File: src/rtl/master_port_if.sv
// Host command/response handshake plus the serial arbiter-side bus of one master port.
// The master modport is the port's own view; slave is the host/arbiter view.
interface master_port_if #(
    parameter int ADDR_W = 12,
    parameter int DATA_W = 8
);
    logic              cmd_valid;
    logic              cmd_ready;
    logic              cmd_write;
    logic [1:0]        cmd_slave;
    logic [ADDR_W-1:0] cmd_addr;
    logic [DATA_W-1:0] cmd_wdata;
    logic              rsp_valid;
    logic              rsp_ready;
    logic [DATA_W-1:0] rsp_rdata;
    logic              rsp_err;
    logic              m_request;
    logic              m_address_valid;
    logic              m_address;
    logic              m_data;
    logic              m_valid;
    logic              m_write_en;
    logic              m_available;
    logic              m_ready;
    logic              m_data_in;
    logic              m_valid_in;
    logic              busy;

    modport master (
        input  cmd_valid, cmd_write, cmd_slave, cmd_addr, cmd_wdata, rsp_ready,
               m_available, m_ready, m_data_in, m_valid_in,
        output cmd_ready, rsp_valid, rsp_rdata, rsp_err, m_request, m_address_valid,
               m_address, m_data, m_valid, m_write_en, busy
    );

    modport slave (
        output cmd_valid, cmd_write, cmd_slave, cmd_addr, cmd_wdata, rsp_ready,
               m_available, m_ready, m_data_in, m_valid_in,
        input  cmd_ready, rsp_valid, rsp_rdata, rsp_err, m_request, m_address_valid,
               m_address, m_data, m_valid, m_write_en, busy
    );
endinterface

File: src/rtl/master_port.sv
// Serial bus master port: takes one host command, arbitrates, selects a slave,
// shifts address and data MSB first, and returns a single response.
module master_port #(
    parameter int ADDR_W  = 12,
    parameter int DATA_W  = 8,
    parameter int TIMEOUT = 16
) (
    input  logic            clk,
    input  logic            reset,
    master_port_if.master   bus
);
    typedef enum logic [3:0] {
        IDLE, REQ, SEL1, SEL0, CONNECT, WAIT_RDY, ADDR, WDATA, RDATA, DONE
    } state_t;

    localparam int MAX_W = (ADDR_W > DATA_W) ? ADDR_W : DATA_W;
    localparam int CNT_W = $clog2(MAX_W + 1);
    localparam int TO_W  = $clog2(TIMEOUT + 1);
    localparam logic [CNT_W-1:0] ADDR_LAST = CNT_W'(ADDR_W - 1);
    localparam logic [CNT_W-1:0] DATA_LAST = CNT_W'(DATA_W - 1);
    localparam logic [TO_W-1:0]  TO_LAST   = TO_W'(TIMEOUT - 1);
    localparam logic [TO_W-1:0]  TO_MAX    = TO_W'(TIMEOUT);

    state_t            state_q, state_d;
    logic              abort;
    logic [CNT_W-1:0]  bit_cnt_q, bit_cnt_d;
    logic [TO_W-1:0]   to_cnt_q, to_cnt_d;
    logic              write_q, write_d;
    logic [1:0]        slave_q, slave_d;
    logic [ADDR_W-1:0] addr_q, addr_d;
    logic [DATA_W-1:0] wdata_q, wdata_d;
    logic [DATA_W-1:0] rdata_q, rdata_d;
    logic              err_q, err_d;

    logic cmd_ready, rsp_valid, m_request, m_address_valid;
    logic m_address, m_data, m_valid, m_write_en;

    // NOTE: non-blocking assignments make every flop sample pre-edge values.
    always_ff @(posedge clk or posedge reset) begin
        if (reset) state_q <= IDLE;
        else       state_q <= state_d;
    end

    // NOTE: every signal gets a default first so no path infers a latch.
    always_comb begin
        state_d = state_q;
        abort   = 1'b0;
        unique case (state_q)
            IDLE: if (bus.cmd_valid) begin
                if (bus.cmd_slave == 2'b11) begin
                    state_d = DONE;
                    abort   = 1'b1;
                end else begin
                    state_d = REQ;
                end
            end
            REQ:      if (bus.m_available) state_d = SEL1;
            SEL1:     state_d = SEL0;
            SEL0:     state_d = CONNECT;
            CONNECT:  state_d = WAIT_RDY;
            WAIT_RDY: if (bus.m_ready) begin
                state_d = ADDR;
            end else if (to_cnt_q == TO_LAST) begin
                state_d = DONE;
                abort   = 1'b1;
            end
            ADDR:     if (bit_cnt_q == ADDR_LAST) state_d = write_q ? WDATA : RDATA;
            WDATA:    if (bit_cnt_q == DATA_LAST) state_d = DONE;
            RDATA:    if (bus.m_valid_in) begin
                if (bit_cnt_q == DATA_LAST) state_d = DONE;
            end else if (to_cnt_q == TO_LAST) begin
                state_d = DONE;
                abort   = 1'b1;
            end
            DONE:     if (bus.rsp_ready) state_d = IDLE;
            default:  state_d = IDLE;
        endcase
    end

    always_comb begin
        cmd_ready       = 1'b0;
        rsp_valid       = 1'b0;
        m_request       = 1'b0;
        m_address_valid = 1'b0;
        m_address       = 1'b0;
        m_data          = 1'b0;
        m_valid         = 1'b0;
        m_write_en      = 1'b0;
        unique case (state_q)
            IDLE:     cmd_ready = 1'b1;
            REQ: begin
                m_request       = 1'b1;
                m_address_valid = 1'b1;
            end
            SEL1: begin
                m_request = 1'b1;
                m_address = slave_q[1];
            end
            SEL0: begin
                m_request = 1'b1;
                m_address = slave_q[0];
            end
            CONNECT, WAIT_RDY, RDATA: m_request = 1'b1;
            ADDR: begin
                m_request  = 1'b1;
                m_valid    = 1'b1;
                m_write_en = write_q;
                m_address  = addr_q[ADDR_W-1];
            end
            WDATA: begin
                m_request  = 1'b1;
                m_valid    = 1'b1;
                m_write_en = 1'b1;
                m_data     = wdata_q[DATA_W-1];
            end
            DONE:     rsp_valid = 1'b1;
            default:  cmd_ready = 1'b0;
        endcase
    end

    // Address and write data are consumed by left-shifting their latches.
    always_comb begin
        write_d   = write_q;
        slave_d   = slave_q;
        addr_d    = addr_q;
        wdata_d   = wdata_q;
        rdata_d   = rdata_q;
        err_d     = err_q;
        bit_cnt_d = bit_cnt_q;
        to_cnt_d  = to_cnt_q;

        if (state_q == IDLE && bus.cmd_valid) begin
            write_d = bus.cmd_write;
            slave_d = bus.cmd_slave;
            addr_d  = bus.cmd_addr;
            wdata_d = bus.cmd_wdata;
            rdata_d = '0;
            err_d   = 1'b0;
        end
        if (abort) err_d = 1'b1;
        if (state_q == ADDR)  addr_d  = {addr_q[ADDR_W-2:0], 1'b0};
        if (state_q == WDATA) wdata_d = {wdata_q[DATA_W-2:0], 1'b0};
        if (state_q == RDATA && bus.m_valid_in) rdata_d = {rdata_q[DATA_W-2:0], bus.m_data_in};

        if (state_d != state_q) begin
            bit_cnt_d = '0;
            to_cnt_d  = '0;
        end else begin
            if (state_q == ADDR || state_q == WDATA || (state_q == RDATA && bus.m_valid_in))
                bit_cnt_d = bit_cnt_q + 1'b1;
            if ((state_q == WAIT_RDY && bus.m_ready) || (state_q == RDATA && bus.m_valid_in))
                to_cnt_d = '0;
            else if ((state_q == WAIT_RDY || state_q == RDATA) && to_cnt_q != TO_MAX)
                to_cnt_d = to_cnt_q + 1'b1;
        end
    end

    always_ff @(posedge clk or posedge reset) begin
        if (reset) begin
            write_q   <= 1'b0;
            slave_q   <= '0;
            addr_q    <= '0;
            wdata_q   <= '0;
            rdata_q   <= '0;
            err_q     <= 1'b0;
            bit_cnt_q <= '0;
            to_cnt_q  <= '0;
        end else begin
            write_q   <= write_d;
            slave_q   <= slave_d;
            addr_q    <= addr_d;
            wdata_q   <= wdata_d;
            rdata_q   <= rdata_d;
            err_q     <= err_d;
            bit_cnt_q <= bit_cnt_d;
            to_cnt_q  <= to_cnt_d;
        end
    end

    assign bus.cmd_ready       = cmd_ready;
    assign bus.rsp_valid       = rsp_valid;
    assign bus.rsp_rdata       = rdata_q;
    assign bus.rsp_err         = err_q;
    assign bus.m_request       = m_request;
    assign bus.m_address_valid = m_address_valid;
    assign bus.m_address       = m_address;
    assign bus.m_data          = m_data;
    assign bus.m_valid         = m_valid;
    assign bus.m_write_en      = m_write_en;
    assign bus.busy            = (state_q != IDLE);
endmodule

File: src/flat_wrapper.sv
// flat-port wrapper written by rule: the top's interface ports become plain ports
module master_port_flat 
#(
    parameter int ADDR_W  = 12,
    parameter int DATA_W  = 8,
    parameter int TIMEOUT = 16
)
  (clk, reset, bus_cmd_valid, bus_cmd_write, bus_cmd_slave, bus_cmd_addr, bus_cmd_wdata, bus_rsp_ready, bus_m_available, bus_m_ready, bus_m_data_in, bus_m_valid_in, bus_cmd_ready, bus_rsp_valid, bus_rsp_rdata, bus_rsp_err, bus_m_request, bus_m_address_valid, bus_m_address, bus_m_data, bus_m_valid, bus_m_write_en, bus_busy);
  master_port_if #(.ADDR_W(ADDR_W), .DATA_W(DATA_W)) bus_i ();
  input  logic clk;
  input  logic reset;
  input wire logic [$bits(bus_i.cmd_valid)-1:0] bus_cmd_valid;
  input wire logic [$bits(bus_i.cmd_write)-1:0] bus_cmd_write;
  input wire logic [$bits(bus_i.cmd_slave)-1:0] bus_cmd_slave;
  input wire logic [$bits(bus_i.cmd_addr)-1:0] bus_cmd_addr;
  input wire logic [$bits(bus_i.cmd_wdata)-1:0] bus_cmd_wdata;
  input wire logic [$bits(bus_i.rsp_ready)-1:0] bus_rsp_ready;
  input wire logic [$bits(bus_i.m_available)-1:0] bus_m_available;
  input wire logic [$bits(bus_i.m_ready)-1:0] bus_m_ready;
  input wire logic [$bits(bus_i.m_data_in)-1:0] bus_m_data_in;
  input wire logic [$bits(bus_i.m_valid_in)-1:0] bus_m_valid_in;
  output wire logic [$bits(bus_i.cmd_ready)-1:0] bus_cmd_ready;
  output wire logic [$bits(bus_i.rsp_valid)-1:0] bus_rsp_valid;
  output wire logic [$bits(bus_i.rsp_rdata)-1:0] bus_rsp_rdata;
  output wire logic [$bits(bus_i.rsp_err)-1:0] bus_rsp_err;
  output wire logic [$bits(bus_i.m_request)-1:0] bus_m_request;
  output wire logic [$bits(bus_i.m_address_valid)-1:0] bus_m_address_valid;
  output wire logic [$bits(bus_i.m_address)-1:0] bus_m_address;
  output wire logic [$bits(bus_i.m_data)-1:0] bus_m_data;
  output wire logic [$bits(bus_i.m_valid)-1:0] bus_m_valid;
  output wire logic [$bits(bus_i.m_write_en)-1:0] bus_m_write_en;
  output wire logic [$bits(bus_i.busy)-1:0] bus_busy;
  assign bus_i.cmd_valid = bus_cmd_valid;
  assign bus_i.cmd_write = bus_cmd_write;
  assign bus_i.cmd_slave = bus_cmd_slave;
  assign bus_i.cmd_addr = bus_cmd_addr;
  assign bus_i.cmd_wdata = bus_cmd_wdata;
  assign bus_i.rsp_ready = bus_rsp_ready;
  assign bus_i.m_available = bus_m_available;
  assign bus_i.m_ready = bus_m_ready;
  assign bus_i.m_data_in = bus_m_data_in;
  assign bus_i.m_valid_in = bus_m_valid_in;
  assign bus_cmd_ready = bus_i.cmd_ready;
  assign bus_rsp_valid = bus_i.rsp_valid;
  assign bus_rsp_rdata = bus_i.rsp_rdata;
  assign bus_rsp_err = bus_i.rsp_err;
  assign bus_m_request = bus_i.m_request;
  assign bus_m_address_valid = bus_i.m_address_valid;
  assign bus_m_address = bus_i.m_address;
  assign bus_m_data = bus_i.m_data;
  assign bus_m_valid = bus_i.m_valid;
  assign bus_m_write_en = bus_i.m_write_en;
  assign bus_busy = bus_i.busy;
  master_port #(.ADDR_W(ADDR_W), .DATA_W(DATA_W), .TIMEOUT(TIMEOUT)) u_core (.clk(clk), .reset(reset), .bus(bus_i));
endmodule
File: config.mk
export PLATFORM = sky130hd
export DESIGN_NAME = master_port_flat
export DESIGN_NICKNAME = d
export VERILOG_FILES = /design/src/rtl/master_port_if.sv /design/src/rtl/master_port.sv /design/src/flat_wrapper.sv
export SDC_FILE = /design/constraint.sdc
export NUM_CORES = 1
export LEC_CHECK = 0
export CAP_MARGIN = 15
export CORE_MARGIN = 2
export CORE_UTILIZATION = 50
export DETAILED_ROUTE_END_ITERATION = 12
export GPL_TIMING_DRIVEN = 0
export PLACE_DENSITY = 0.75
export SYNTH_ARGS = -nofsm -noshare
export SYNTH_HDL_FRONTEND = slang
export SYNTH_SLANG_ARGS = --single-unit
File: constraint.sdc
create_clock -name clk -period 5.8 [get_ports clk]
set_clock_uncertainty 0.05 [all_clocks]
set_input_delay 1.16 -clock clk [delete_from_list [all_inputs] [get_ports clk]]
set_output_delay 1.16 -clock clk [all_outputs]
set_load 0.02 [all_outputs]
After elaboration in Yosys (flattened, before gate mapping) --
Index checks and enable logic that the tools add are counted.
Cells by class: add/subtract/negate cells 2, equal/unequal tests 15, multiplexer cells 38, reductions and logical operators 18
Operators with widths (count):
- $mux 4 | 12
- $pmux 4 s10 | 1
- $mux 8 | 4
- $mux 12 | 2
- $eq 4x3->1 const B | 5
- $mux 5 | 3
- $mux 1 | 13
- $eq 4x4->1 const B | 3
- $reduce_bool 2->1 | 5
- $eq 4x2->1 const B | 2
- $reduce_or 8->1 | 1
- $pmux 1 s3 | 2
- $add 5x1->5 const B | 1
- $eq 5x4->1 const B | 1
- $ne 5x5->1 const B | 1
- $add 4x1->4 const B | 1
- $eq 4x1->1 const B | 1
- $logic_and 1x1->1 | 4
- $logic_not 4->1 | 1
- $logic_or 1x1->1 | 4
- $ne 4x4->1 | 1
- $reduce_bool 4->1 | 1
- $reduce_bool 3->1 | 1
- $eq 2x2->1 const B | 1
- 2 further kinds | 2
Storage, ports and cells: flip-flop bits (word level) 45, bits of input ports 31, output and inout port bits 18, word-level logic and storage cells 82

Logic depth before layout (Yosys ltp) --
depth in word-level cells 6, mapped depth 9, gate-level depth less buffers 9

Least setup slack after synthesis --
Ideal clock, no wire load.
kind register to output, start point reg u_core.state_q[1], end point out bus_m_write_en, data arrival time 1.361 ns, required time 4.590 ns, path slack 3.229 ns, stages on the path, launching flop included 5, path buffers 1, cells stage by stage dfrtp_1 > buf_2 > inv_1 > or3_1 > nor2_1
Between the ends: word-level cells in the longest chain between the ends 2, elaborated cells on any way between the ends 3, classes of those cells 2 x eq/ne; 1 x mux
RTL lines:
- start, declared | RTL line master_port.sv:24 | state_t state_q, state_d;
- start signal, assigned | RTL line master_port.sv:41 | else state_q <= state_d;
- $eq 4x3->1 | RTL line master_port.sv:89 | unique case (state_q)
- $pmux 1 s2 * | RTL line master_port.sv:89
- end, declared | RTL line flat_wrapper.sv:31 | output wire logic [$bits(bus_i.m_write_en)-1:0] bus_m_write_en;
Mark *: on every way between the ends. The rest lies on a longest branch, timed or not.

Final worst setup path --
Same ends and word-level chain as after synthesis.

==> flow_summary.yaml <==
yosys:
  ys_seq_elements: 45
  synth_xor_xnor_area_share_pct: 1.81
  total_standard_cell_area_after_synthesis_sq_um: 2420
  synth.mux.area_fraction_pct: 8.01
  postSynth.topFlopCell: "sky130_fd_sc_hd__dfrtp_1"
  synth_top_family_by_area: "simple AND/OR/NAND/NOR gates"
  synth.distinct_cells: 44
  synth_enable_flop_cells: 0
  synthesis.instances: 259
  synth_area_per_cell_sq_um: 9.35
  syn-num-nets: 294
  ys.warnings.count: 0
  yosys.area_share.simple_pct: 22.5
  ys_async_sr_fraction_pct: 100
  synthAdderAreaFrac_pct: 2.07
  synth_compound_gate_area_share_pct: 14.4
  synth-seq-area-share_pct: 46.5
worst_setup_path:
  path_class: "flop to output pin"
  reg2reg_setup_slack_ns: 3.43
  critical-path-top-delay-family: "buffers and inverters"
  critPathMaxStageDelay_ns: 0.60
  arrival_ns: 2.25
  crit_chain: "buf_2 > inv_1 > or3_1 > nor2_1 > clkdlybuf4s50_1"
  worst_setup_path_end_kind: "output pin"
  worstSetupStartpointType: "flop"
  crit_path_top_delay_cell: "sky130_fd_sc_hd__clkdlybuf4s50_1"
  worst-path-buf-inv: 3
  crit_required_ns: 4.59
  worstPathMaxFanout: 10
clocking:
  cts_inserted_buffers: 5
  clkSlewWorstSetupHoldPaths_ns: 0.09
  post_cts_buffers: 0
  h_tree_level_count: 2
  clock_sink_count: 45
  cts-resized-gates: 0
  cts_max_path_buffers: 2
  clock_root_buffer: "sky130_fd_sc_hd__clkbuf_8"
  worstSkewPairLatency_ns: 0.29
  cts_hold_repair.buffers: 0
  cts_tree: "built"
global_route:
  grt_remaining_overflow: 0
  grt_first_pass_wirelength_mm: 9.26
  number_of_antenna_violations_at_the_first_check_in_global_routing: 0
  track_usage_pct: 22.1
  grt_start_max_net_pins: 33
  grt_pass1_vias: 2030
die:
  io_pins: 49
  fp.dieArea_sq_um: 5410
  floorplan.die.height_um: 73.6
  core.rowCount: 25
  die_x_um: 73.6
  core_sq_um: 4690
  initial_utilization_pct: 51.6
final_layout:
  post_layout_nets: 350
  final_layout_size_suffix_gt1_share_pct: 9.81
  area_delta_synth_final_pct: 28.4
  final_cell_area_sq_um: 3110
  antenna_diode_count: 0
timing:
  fmaxAchievable_ghz: 0.289
  worst_slew_pin_slew_ns: 0.505
  worst_hold_slack_ns: 0.440
  setup_tns_ns: 0
  hold_violations: 0
  final_critical_delay_including_setup_and_external_delays_ns: 3.46
  final-max-slew-violation-count: 0
  layout_worst_path_cycle_share_pct: 59.7
  setup_viol_count_final: 0
  slew_headroom_pct: 66.2
  grt_setup_unrepaired: "no"
power:
  power.leakage_nw: 1.31
  cellPowerDensity_nw_per_um2: 442
  peakVddDrop_mv: 0.193
detailed_routing:
  routed_wl_mm: 5.43
  dr_total_vias: 2087
  firstDrtPassIters: 4
  drt-wirelength-per-cell_um: 14.7
  vias_per_cell: 5.64
  number_of_routed_nets_with_antenna_violations: 0
  post-route-drc-count: 0
  detailedRoute.firstIterationViolations: 151
placement:
  gp_congestion: 0.908
  dp_hpwl_mm: 4.12
  input_output_buffers: 48
  placed_area_sq_um: 2990
outcome:
  run_status: "finished, final reports clean"
worst_hold_path:
  min_path_type: "flop to flop"
job:
  maxCapViolations: 0
[registers in the layout, summed over array words and instances, names as in the netlist]
register,flops
u_core.to_cnt_q,5
u_core.state_q,4
u_core.wdata_q,8
u_core.slave_q,2
u_core.bus.rsp_rdata,8
u_core.addr_q,12
u_core.write_q,1
u_core.bit_cnt_q,4
u_core.bus.rsp_err,1
[kinds of logic after synthesis]
logic type / after synthesis
xor+xnor: 5
compound gates: 54
buf+inv: 26
flops: 45
simple gates: 107
fa+ha+maj: 4
mux: 18
[layout by cell type, fill, tap and decap left out, types with 3 or more instances in the layout]
master | Yosys | final
sky130_fd_sc_hd__a22oi_1 | 3 | 3
sky130_fd_sc_hd__nor2_1 | 25 | 25
sky130_fd_sc_hd__a21oi_1 | 9 | 9
sky130_fd_sc_hd__xnor2_1 | 3 | 3
sky130_fd_sc_hd__buf_2 | 7 | 7
sky130_fd_sc_hd__nand3_1 | 4 | 4
sky130_fd_sc_hd__nor4_2 | 6 | 6
sky130_fd_sc_hd__ha_1 | 4 | 4
sky130_fd_sc_hd__a22o_1 | 8 | 8
sky130_fd_sc_hd__nand2_1 | 41 | 41
sky130_fd_sc_hd__nand4_1 | 3 | 3
sky130_fd_sc_hd__o22ai_1 | 7 | 7
sky130_fd_sc_hd__nor3_1 | 8 | 8
sky130_fd_sc_hd__o21ai_0 | 16 | 16
sky130_fd_sc_hd__clkdlybuf4s50_1 | 0 | 48
sky130_fd_sc_hd__or3_1 | 4 | 4
sky130_fd_sc_hd__a31oi_1 | 3 | 3
sky130_fd_sc_hd__clkbuf_1 | 5 | 5
sky130_fd_sc_hd__inv_1 | 11 | 10
sky130_fd_sc_hd__clkbuf_8 | 0 | 6
sky130_fd_sc_hd__mux2i_1 | 16 | 16
sky130_fd_sc_hd__dfrtp_1 | 45 | 45
[worst register-to-register path, stage by stage (launching register included)]
cell and delay (ns):
sky130_fd_sc_hd__dfrtp_1 0.41, sky130_fd_sc_hd__ha_1 0.21, sky130_fd_sc_hd__and3_1 0.18, sky130_fd_sc_hd__ha_1 0.23, sky130_fd_sc_hd__nor2_1 0.10, sky130_fd_sc_hd__a311o_1 0.12
sky130_fd_sc_hd__o21ai_1 0.07, sky130_fd_sc_hd__or3_4 0.35, sky130_fd_sc_hd__mux2i_4 0.26, sky130_fd_sc_hd__nor4_2 0.30
[layer usage]
metal / part of all wire (%) / wire length, um / track usage (%)
met1: 45 / 2440 / 29.3
met2: 47 / 2550 / 35.2
met3: 6.5 / 351 / 6.31
met4: 1.4 / 78 / 6.46
met5: 0 / 0 / 0
[cells in the mapped netlist, types with 2 or more instances]
master	n	area [sq um]
sky130_fd_sc_hd__dfrtp_1	45	1130
sky130_fd_sc_hd__nand2_1	41	154
sky130_fd_sc_hd__nor2_1	25	93.8
sky130_fd_sc_hd__mux2i_1	16	160
sky130_fd_sc_hd__o21ai_0	16	80.1
sky130_fd_sc_hd__inv_1	11	41.3
sky130_fd_sc_hd__a21oi_1	9	45.0
sky130_fd_sc_hd__a22o_1	8	70.1
sky130_fd_sc_hd__nor3_1	8	40.0
sky130_fd_sc_hd__buf_2	7	35.0
sky130_fd_sc_hd__o22ai_1	7	43.8
sky130_fd_sc_hd__nor4_2	6	75.1
sky130_fd_sc_hd__clkbuf_1	5	18.8
sky130_fd_sc_hd__ha_1	4	50.1
sky130_fd_sc_hd__nand3_1	4	20.0
sky130_fd_sc_hd__or3_1	4	25.0
sky130_fd_sc_hd__a22oi_1	3	22.5
sky130_fd_sc_hd__a31oi_1	3	18.8
sky130_fd_sc_hd__nand4_1	3	18.8
sky130_fd_sc_hd__xnor2_1	3	26.3
sky130_fd_sc_hd__and2_1	2	12.5
sky130_fd_sc_hd__and3_1	2	12.5
sky130_fd_sc_hd__nand2b_1	2	12.5
sky130_fd_sc_hd__nand3b_1	2	15.0
sky130_fd_sc_hd__nor2b_1	2	12.5
sky130_fd_sc_hd__or2_2	2	12.5
sky130_fd_sc_hd__xor2_1	2	17.5
[stage by stage]
stage          utilization (%)  setup slack [ns]  std cells  power, mW
6_report                  66.3              2.34        370       1.37
5_1_grt                   66.3              2.19        370       1.48
4_1_cts                   66.3              2.33        370       1.39
3_5_place_dp              63.7              2.67        362       1.14
3_3_place_gp              63.3              2.63        361       1.12
2_1_floorplan                -              3.23        259      0.941
[final timing paths]
kind	startpoint	end	cells past startpoint
setup / recovery	u_core.state_q[1]	bus_m_write_en	5
hold / removal	u_core.addr_q[0]	u_core.addr_q[1]	2
setup reg to reg	u_core.to_cnt_q[0]	u_core.to_cnt_q[4]	9
hold reg to reg	u_core.addr_q[0]	u_core.addr_q[1]	2
max in group asynchronous	reset	u_core.wdata_q[0]	3
min in group asynchronous	reset	u_core.addr_q[4]	2
[power by group]
part           switching [mW]  internal [mW]
logic                   0.371          0.267
clock network           0.104          0.140
registers              0.0725          0.419
[area by class of cell]
type	count	area, sq um
fillers	419	1580
multi-input cells	188	1180
flip-flops and latches	45	1130
repair buffers	49	500
clock buffers	6	82.6
plain buffers	14	70.1
well taps	54	67.6
inverters	12	45.0
clock inverters	2	37.5
Note: power is estimated with default switching activity, not from simulation.
